$ cat config.mk
export PLATFORM = sky130hd
export DESIGN_NAME = lia_lpf_decimator_flat
export DESIGN_NICKNAME = d
export VERILOG_FILES = /design/src/rtl/lia_lpf_decimator_if.sv /design/src/rtl/lia_lpf_decimator.sv /design/src/flat_wrapper.sv
export SDC_FILE = /design/constraint.sdc
export NUM_CORES = 1
export LEC_CHECK = 0
export CAP_MARGIN = 30
export CORE_MARGIN = 1.5
export CORE_UTILIZATION = 46
export CTS_BUF_LIST = sky130_fd_sc_hd__clkbuf_2
export CTS_CLUSTER_SIZE = 14
export DETAILED_ROUTE_END_ITERATION = 6
export PLACE_DENSITY = 0.72
export SLEW_MARGIN = 20
export SYNTH_ARGS = -nofsm -noshare
export SYNTH_HDL_FRONTEND = slang
export SYNTH_SLANG_ARGS = --single-unit
$ cat constraint.sdc
create_clock -name clk -period 7.5 [get_ports clk]
set_clock_uncertainty 0.15 [all_clocks]
set_input_delay 1.5 -clock clk [delete_from_list [all_inputs] [get_ports clk]]
set_output_delay 1.5 -clock clk [all_outputs]
set_load 0.02 [all_outputs]
$ cat src/rtl/lia_lpf_decimator_if.sv
// ============================================================================
// lia_lpf_decimator_if : mixer I/Q input stream and averaged I/Q output stream
// Rev 1.0
// ============================================================================
`default_nettype none

interface lia_lpf_decimator_if #(
   parameter int IN_W = 24
);
   logic signed [IN_W-1:0] mixer_i_in;
   logic signed [IN_W-1:0] mixer_q_in;
   logic                   mixer_valid;
   logic signed [IN_W-1:0] lpf_i_out;
   logic signed [IN_W-1:0] lpf_q_out;
   logic                   lpf_valid;

   modport master (
      output mixer_i_in, mixer_q_in, mixer_valid,
      input  lpf_i_out, lpf_q_out, lpf_valid
   );

   modport slave (
      input  mixer_i_in, mixer_q_in, mixer_valid,
      output lpf_i_out, lpf_q_out, lpf_valid
   );
endinterface

`default_nettype wire

$ cat src/rtl/lia_lpf_decimator.sv
// ============================================================================
// lia_lpf_decimator : boxcar low-pass + 2^N decimator for lock-in I/Q samples
// Optional magnitude output enabled by macro LIA_LPF_MAG_EN.   Rev 1.0
// ============================================================================
`default_nettype none

module lia_lpf_decimator #(
   parameter int IN_W     = 24,
   parameter int MAX_LOG2 = 12
) (
   input  wire logic            clk,
   input  wire logic            rst_n,
   lia_lpf_decimator_if.slave   bus,
   input  wire logic [3:0]      decim_log2,
   input  wire logic            clear,
   output logic                 cfg_clamped
`ifdef LIA_LPF_MAG_EN
   ,
   output logic [IN_W:0]        lpf_mag_out,
   output logic                 lpf_mag_valid
`endif
);

   localparam int         ACC_W    = IN_W + MAX_LOG2;
   localparam int         CNT_W    = MAX_LOG2 + 1;
   localparam logic [3:0] C_MAX_NE = 4'(MAX_LOG2);

   typedef enum logic [1:0] {
      S_LOAD  = 2'd0,
      S_ACCUM = 2'd1,
      S_DUMP  = 2'd2
   } state_t;

   state_t                  r_state;
   logic [3:0]              r_ne;
   logic [3:0]              r_decim;
   logic [CNT_W-1:0]        r_cnt;
   logic signed [ACC_W-1:0] r_acc_i;
   logic signed [ACC_W-1:0] r_acc_q;
   logic signed [IN_W-1:0]  r_lpf_i;
   logic signed [IN_W-1:0]  r_lpf_q;
   logic                    r_lpf_valid;

   logic                    w_clamped;
   logic [3:0]              w_ne;
   logic                    w_cfg_change;
   logic                    w_last;
   logic signed [ACC_W-1:0] w_in_i;
   logic signed [ACC_W-1:0] w_in_q;

   assign w_clamped    = (32'(decim_log2) > MAX_LOG2);
   assign w_ne         = w_clamped ? C_MAX_NE : decim_log2;
   assign cfg_clamped  = w_clamped;
   // Any change of the raw exponent restarts the block, even if Ne is unchanged.
   assign w_cfg_change = (decim_log2 != r_decim);
   assign w_last       = ((r_cnt + CNT_W'(1)) == (CNT_W'(1) << r_ne));
   assign w_in_i       = ACC_W'(bus.mixer_i_in);
   assign w_in_q       = ACC_W'(bus.mixer_q_in);

   always_ff @(posedge clk or negedge rst_n) begin
      if (!rst_n) begin
         r_state     <= S_LOAD;
         r_ne        <= 4'd0;
         r_decim     <= 4'd0;
         r_cnt       <= '0;
         r_acc_i     <= '0;
         r_acc_q     <= '0;
         r_lpf_i     <= '0;
         r_lpf_q     <= '0;
         r_lpf_valid <= 1'b0;
      end else begin
         r_lpf_valid <= 1'b0;
         if (clear) begin
            r_state <= S_LOAD;
         end else begin
            case (r_state)
               S_LOAD: begin
                  r_ne    <= w_ne;
                  r_decim <= decim_log2;
                  r_cnt   <= '0;
                  r_acc_i <= '0;
                  r_acc_q <= '0;
                  r_state <= S_ACCUM;
               end
               S_ACCUM: begin
                  if (w_cfg_change) begin
                     r_state <= S_LOAD;
                  end else if (bus.mixer_valid) begin
                     r_acc_i <= r_acc_i + w_in_i;
                     r_acc_q <= r_acc_q + w_in_q;
                     r_cnt   <= r_cnt + CNT_W'(1);
                     if (w_last) begin
                        r_state <= S_DUMP;
                     end
                  end
               end
               S_DUMP: begin
                  if (w_cfg_change) begin
                     r_state <= S_LOAD;
                  end else begin
                     r_lpf_i     <= IN_W'(r_acc_i >>> r_ne);
                     r_lpf_q     <= IN_W'(r_acc_q >>> r_ne);
                     r_lpf_valid <= 1'b1;
                     if (bus.mixer_valid) begin
                        r_acc_i <= w_in_i;
                        r_acc_q <= w_in_q;
                        r_cnt   <= CNT_W'(1);
                        // At Ne=0 the reloaded sample is already a full block.
                        r_state <= (r_ne == 4'd0) ? S_DUMP : S_ACCUM;
                     end else begin
                        r_acc_i <= '0;
                        r_acc_q <= '0;
                        r_cnt   <= '0;
                        r_state <= S_ACCUM;
                     end
                  end
               end
               default: r_state <= S_LOAD;
            endcase
         end
      end
   end

   assign bus.lpf_i_out = r_lpf_i;
   assign bus.lpf_q_out = r_lpf_q;
   assign bus.lpf_valid = r_lpf_valid;

`ifdef LIA_LPF_MAG_EN
   localparam logic [IN_W:0] C_ONE = {{IN_W{1'b0}}, 1'b1};

   logic [IN_W:0] w_ext_i;
   logic [IN_W:0] w_ext_q;
   logic [IN_W:0] w_abs_i;
   logic [IN_W:0] w_abs_q;
   logic [IN_W:0] w_max;
   logic [IN_W:0] w_min;
   logic [IN_W:0] r_mag;
   logic          r_mag_valid;

   // One extra bit so |most-negative| is representable.
   assign w_ext_i = {r_lpf_i[IN_W-1], r_lpf_i};
   assign w_ext_q = {r_lpf_q[IN_W-1], r_lpf_q};
   assign w_abs_i = w_ext_i[IN_W] ? (~w_ext_i + C_ONE) : w_ext_i;
   assign w_abs_q = w_ext_q[IN_W] ? (~w_ext_q + C_ONE) : w_ext_q;
   assign w_max   = (w_abs_i >= w_abs_q) ? w_abs_i : w_abs_q;
   assign w_min   = (w_abs_i >= w_abs_q) ? w_abs_q : w_abs_i;

   always_ff @(posedge clk or negedge rst_n) begin
      if (!rst_n) begin
         r_mag       <= '0;
         r_mag_valid <= 1'b0;
      end else begin
         r_mag_valid <= r_lpf_valid;
         if (r_lpf_valid) begin
            r_mag <= w_max + (w_min >> 1);
         end
      end
   end

   assign lpf_mag_out   = r_mag;
   assign lpf_mag_valid = r_mag_valid;
`endif

endmodule

`default_nettype wire
$ cat src/flat_wrapper.sv
// flat-port wrapper written by rule: the top's interface ports become plain ports
module lia_lpf_decimator_flat 
#(
   parameter int IN_W     = 24,
   parameter int MAX_LOG2 = 12
)
  (clk, rst_n, decim_log2, clear, cfg_clamped, bus_mixer_i_in, bus_mixer_q_in, bus_mixer_valid, bus_lpf_i_out, bus_lpf_q_out, bus_lpf_valid);
  lia_lpf_decimator_if #(.IN_W(IN_W)) bus_i ();
  input  wire logic clk;
  input  wire logic rst_n;
  input  wire logic [3:0] decim_log2;
  input  wire logic clear;
  output logic cfg_clamped;
  input wire logic [$bits(bus_i.mixer_i_in)-1:0] bus_mixer_i_in;
  input wire logic [$bits(bus_i.mixer_q_in)-1:0] bus_mixer_q_in;
  input wire logic [$bits(bus_i.mixer_valid)-1:0] bus_mixer_valid;
  output wire logic [$bits(bus_i.lpf_i_out)-1:0] bus_lpf_i_out;
  output wire logic [$bits(bus_i.lpf_q_out)-1:0] bus_lpf_q_out;
  output wire logic [$bits(bus_i.lpf_valid)-1:0] bus_lpf_valid;
  assign bus_i.mixer_i_in = bus_mixer_i_in;
  assign bus_i.mixer_q_in = bus_mixer_q_in;
  assign bus_i.mixer_valid = bus_mixer_valid;
  assign bus_lpf_i_out = bus_i.lpf_i_out;
  assign bus_lpf_q_out = bus_i.lpf_q_out;
  assign bus_lpf_valid = bus_i.lpf_valid;
  lia_lpf_decimator #(.IN_W(IN_W), .MAX_LOG2(MAX_LOG2)) u_core (.clk(clk), .rst_n(rst_n), .bus(bus_i), .decim_log2(decim_log2), .clear(clear), .cfg_clamped(cfg_clamped));
endmodule
# --- Word level (Yosys, flattened, before mapping) ---
# Cells that the tools add are included.
totals:
  reg_bits: 144
  wordCells: 61
op_classes:
  add_sub_neg: 3
  n_lt_le_gt_ge: 1
  n_eq_ne: 9
  shifts: 3
  n_mux: 27
  bitwise: 2
  reduce_logical: 7
ops:
  columns: ["operator", "n"]
  rows:
  - ["$mux W36", 8]
  - ["$pmux W36 S3", 2]
  - ["$add A36 B24 Y36", 2]
  - ["$sshr A36 B4 Y24", 2]
  - ["$mux W13", 3]
  - ["$pmux W13 S3", 1]
  - ["$mux W2", 7]
  - ["$add A13 B1 Y13 const B", 1]
  - ["$eq A13 B13 Y1", 1]
  - ["$shl A1 B4 Y13 const A", 1]
  - ["$ne A2 B2 Y1 const B", 3]
  - ["$pmux W2 S3", 1]
  - ["$reduce_and A5 Y1", 1]
  - ["$gt A4 B4 Y1 const B", 1]
  - ["$logic_not A4 Y1", 1]
  - ["$mux W1", 4]
  - ["$mux W4", 1]
  - ["$ne A4 B2 Y1 const B", 1]
  - ["$ne A4 B3 Y1 const B", 1]
  - ["$ne A4 B4 Y1", 1]
  - ["$reduce_and A2 Y1", 2]
  - ["$reduce_and A3 Y1", 1]
  - ["$reduce_bool A3 Y1", 1]
  - ["$eq A2 B1 Y1 const B", 1]
  - ["3 further kinds", 4]

# --- Logic depth before layout (Yosys ltp) ---
depth:
  depth_word: 7
  ltp_mapped: 12
  ltp_nobuf: 12

# --- Least setup slack after synthesis ---
# OpenSTA, ideal clock, no wires.
synth_path:
  path_kind: "input port to flip-flop"
  from: "input port bus_mixer_q_in[0]"
  to: "register u_core.r_acc_q[32]"
  arrival_ps: 3775
  required_time_ps: 7274
  path_slack_ps: 3498
  cell_stages: 12
  n_path_buf: 0
  cell_sequence: "ha_1 inv_1 fa_1 nand2b_1 a21oi_1 o21ai_1 a2111oi_0 o31ai_1 a211oi_1 o22ai_1 xor2_1 o21ai_1"
synth_via:
  elab_chain_cells: 4
synth_lines:
  columns: ["element", "line_no", "source"]
  rows:
  - ["start, declared", "flat_wrapper.sv:15", "input wire logic [$bits(bus_i.mixer_q_in)-1:0] bus_mixer_q_in;"]
  - ["$add A36 B24 Y36", "lia_lpf_decimator.sv:90", "r_acc_q <= r_acc_q + w_in_q;"]
  - ["$mux W36", "lia_lpf_decimator.sv:88", "end else if (bus.mixer_valid) begin"]
  - ["$mux W36", "lia_lpf_decimator.sv:86", "if (w_cfg_change) begin"]
  - ["$pmux W36 S3", "lia_lpf_decimator.sv:76", "case (r_state)"]
  - ["end signal, assigned", "lia_lpf_decimator.sv:90", null]
  - ["end signal, assigned", "lia_lpf_decimator.sv:106", "r_acc_q <= w_in_q;"]
  - ["end, declared", "lia_lpf_decimator.sv:39", "logic signed [ACC_W-1:0] r_acc_q;"]
# No other way between the ends. The select of a mux whose other input is x is not followed.
# A chain may end at the register's enable or synchronous reset.

# --- Final worst setup path ---
layout_path:
  from: "input port decim_log2[2]"
  to: "output port cfg_clamped"
layout_via:
  elab_chain_cells: 1
layout_lines:
  columns: ["element", "line_no", "source"]
  rows:
  - ["start, declared", "flat_wrapper.sv:11", "input wire logic [3:0] decim_log2;"]
  - ["$gt A4 B4 Y1", "lia_lpf_decimator.sv:51", "assign w_clamped = (32'(decim_log2) > MAX_LOG2);"]
  - ["end, declared", "flat_wrapper.sv:13", "output logic cfg_clamped;"]
# No other way between the ends.

==> flow_metrics.env <==
export IMPL_clk_pin_slew_ps=210
export IMPL_numPlacedInstances=1861
export IMPL_utilization=0.525
export IMPL_status="finished, final reports clean"
export IMPL_critPathKind="in -> out"
export IMPL_yosysWarnings=0
export IMPL_grt_max_degree=76
export IMPL_fin_setup_tns_ps=0
export IMPL_fin_cells=1896
export IMPL_crit_start="decim_log2[2]"
export IMPL_dr_pass1_iters=5
export IMPL_vias=11900
export IMPL_cts_root_buf="clkbuf_2"
export IMPL_p_leak_nw=6.29
export IMPL_synth_most_common_cell="nand2_1"
export IMPL_synth_area_leaders="dfrtp_1 (28%), ha_1 (7.4%), nand2_1 (6.1%)"
export IMPL_routed_wl_mm=36.5
export IMPL_grt_usage=0.259
export IMPL_synthCells=1500
export IMPL_die_h_um=169
export IMPL_rsz0062_at_grt="false"
export IMPL_insertion_delay_ps=760
export IMPL_drive_gt1_frac=0.0882
export IMPL_setup_violations=0
export IMPL_r2r_cells=9
export IMPL_ys_seq_elements=144
export IMPL_overflow=0
export IMPL_die_w_um=169
export IMPL_cts_made_buffers=17
export IMPL_synth_edf_count=0
export IMPL_synth_top_area_frac=0.285
export IMPL_r2r_start="u_core.r_ne[0]"
export IMPL_tritoncts="built"
export IMPL_post_route_cell_area_sq_um=14200
export IMPL_fin_crit_ps=4490
export IMPL_worstSetupEndpointType="primary output"
export IMPL_finalMaxSlewViolations=0
export IMPL_initial_core_util=0.469
export IMPL_path_max_fanout=4
export IMPL_antenna_found_initial=1
export IMPL_hold_viol_final=0
export IMPL_drc_errors=0
export IMPL_power_mw=2.53
export IMPL_synthToLayoutAreaGrowth_pct=11.9
export IMPL_slew_limit_headroom=0.372
export IMPL_avgSynthCellArea_sq_um=8.43
export IMPL_post_drt_wl_per_cell_um=19.2
export IMPL_globalplace_congestion=0.940
export IMPL_cp_endpoint="cfg_clamped"
export IMPL_synth_top_flop_cell="dfrtp_1"
export IMPL_drv_cap=0
export IMPL_ir_drop_mv=0.0956
export IMPL_worstMarginPinSlew_ps=941
export IMPL_first_iter_violations=1309
export IMPL_cts_max_level=4
export IMPL_rows=60
export IMPL_cp_start_kind="primary input"
export IMPL_async_flop_share=1.00
export IMPL_dieArea_sq_um=28500
export IMPL_synth_cell_types=77
export IMPL_hold_buffers=0
export IMPL_hold_class="reg -> reg"
export IMPL_ys_seq_area_frac=0.285
export IMPL_cts_resized_gates=0
export IMPL_power_density_nw_per_um2=179
export IMPL_ant_nets=0
export IMPL_io_buffers=105
export IMPL_io_pins=106
export IMPL_yosys_area_top_type="dfrtp_1"
export IMPL_cp_required_ps=5850
export IMPL_synthTopCellsByCount="nand2_1 (207), o21ai_0 (147), dfrtp_1 (144), a21oi_1 (135), ha_1 (75)"
export IMPL_grt_pass1_wl_mm=59.0
export IMPL_r2r_setup_slack_ps=3590
export IMPL_core_area_sq_um=27000
export IMPL_post_dp_cell_area_sq_um=13800
export IMPL_clock_sinks=144
export IMPL_finalNetCount=1673
export IMPL_crit_arrival_ps=2840
export IMPL_final_period_utilization=0.598
export IMPL_clockBufferDepth=2
export IMPL_timing_rr_end="u_core.r_state[1]"
export IMPL_max_freq_mhz=223
export IMPL_cts_setup_buffers=0
export IMPL_synth_fp_nets=1633
export IMPL_dp_hpwl_mm=26.5
export IMPL_grt_pass1_vias=10900
export IMPL_syn_cell_area_sq_um=12600
export IMPL_via_per_inst=6.25
-- worst max-delay path: stages --
cell             delay [ps]
clkdlybuf4s50_1         560
o211a_1                 180
clkdlybuf4s50_1         600
-- cell usage in the layout (no fill, tap or decap), types with 33 or more instances in the layout --
cell / synthesis / layout
a21o_1: 36 / 36
inv_1: 33 / 33
xnor2_1: 36 / 36
mux2_2: 36 / 36
o21ai_0: 147 / 147
dfrtp_1: 144 / 140
a21oi_1: 135 / 135
ha_1: 75 / 75
nand2_1: 207 / 206
clkdlybuf4s50_1: 0 / 104
xor2_1: 35 / 35
mux2i_1: 58 / 58
nor2_1: 74 / 74
-- worst min path at each step --
stage / start / endpoint / slack (ps) / cells past startpoint
floorplan: u_core.r_decim[0] / u_core.r_decim[0] / 320 / 2
global placement: u_core.bus.lpf_q_out[11] / u_core.bus.lpf_q_out[11] / 310 / 2
detailed placement: u_core.bus.lpf_q_out[4] / u_core.bus.lpf_q_out[4] / 320 / 2
CTS: u_core.bus.lpf_i_out[14] / u_core.bus.lpf_i_out[14] / 360 / 2
global route: u_core.bus.lpf_q_out[16] / u_core.bus.lpf_q_out[16] / 390 / 2
finish: u_core.bus.lpf_i_out[17] / u_core.bus.lpf_i_out[17] / 360 / 2
-- flip-flops by register name, indices dropped and copies added, names as in the netlist --
name                  count
u_core.r_state            2
u_core.r_decim            4
u_core.r_cnt             13
u_core.bus.lpf_i_out     24
u_core.r_acc_i           36
u_core.bus.lpf_valid      1
u_core.r_ne               4
u_core.bus.lpf_q_out     24
u_core.r_acc_q           36
-- per-layer routing --
layer	wire [um]	vias to the layer above	track usage
li1	-	5682	-
met1	17500	5638	0.397
met4	485	0	0.0613
met5	0	-	0
met3	2850	42	0.0374
met2	15600	491	0.382
-- where the power goes --
| part | internal (mW) | switching (mW) | total, mW |
|---|---|---|---|
| combinational | 0.424 | 0.628 | 1.05 |
| sequential | 0.828 | 0.100 | 0.928 |
| clock | 0.225 | 0.326 | 0.551 |
| total | 1.48 | 1.05 | 2.53 |
-- area by class of cell --
type	count	area (sq um)
Multi-Input combinational cell	1221	8500
Clock buffer	19	95.1
Clock inverter	13	188
Sequential cell	144	3610
Timing Repair Buffer	121	1190
Inverter	35	131
Fill cell	2476	12800
Antenna cell	2	5.00
Tap cell	341	427
-- metrics by stage --
stage / worst slack (ps) / hold slack (ps)
after floorplan: 3500 / 317
after global placement: 2550 / 311
after detailed placement: 2510 / 320
after CTS: 2990 / 363
after global routing: 2860 / 392
final: 3010 / 357
-- kinds of logic (layout without fill, tap and decap cells) --
| kind of cell | Yosys count | in the layout | share of synthesized area |
|---|---|---|---|
| compound gates | 519 | 519 | 0.263 |
| simple gates | 435 | 435 | 0.159 |
| flops | 144 | 144 | 0.285 |
| buf+inv | 135 | 188 | 0.0438 |
| mux | 119 | 119 | 0.122 |
| fa+ha+maj | 77 | 77 | 0.0774 |
| xor+xnor | 71 | 71 | 0.0492 |
| other cells | 0 | 2 | 0 |
(Power assumes the default switching activity.)
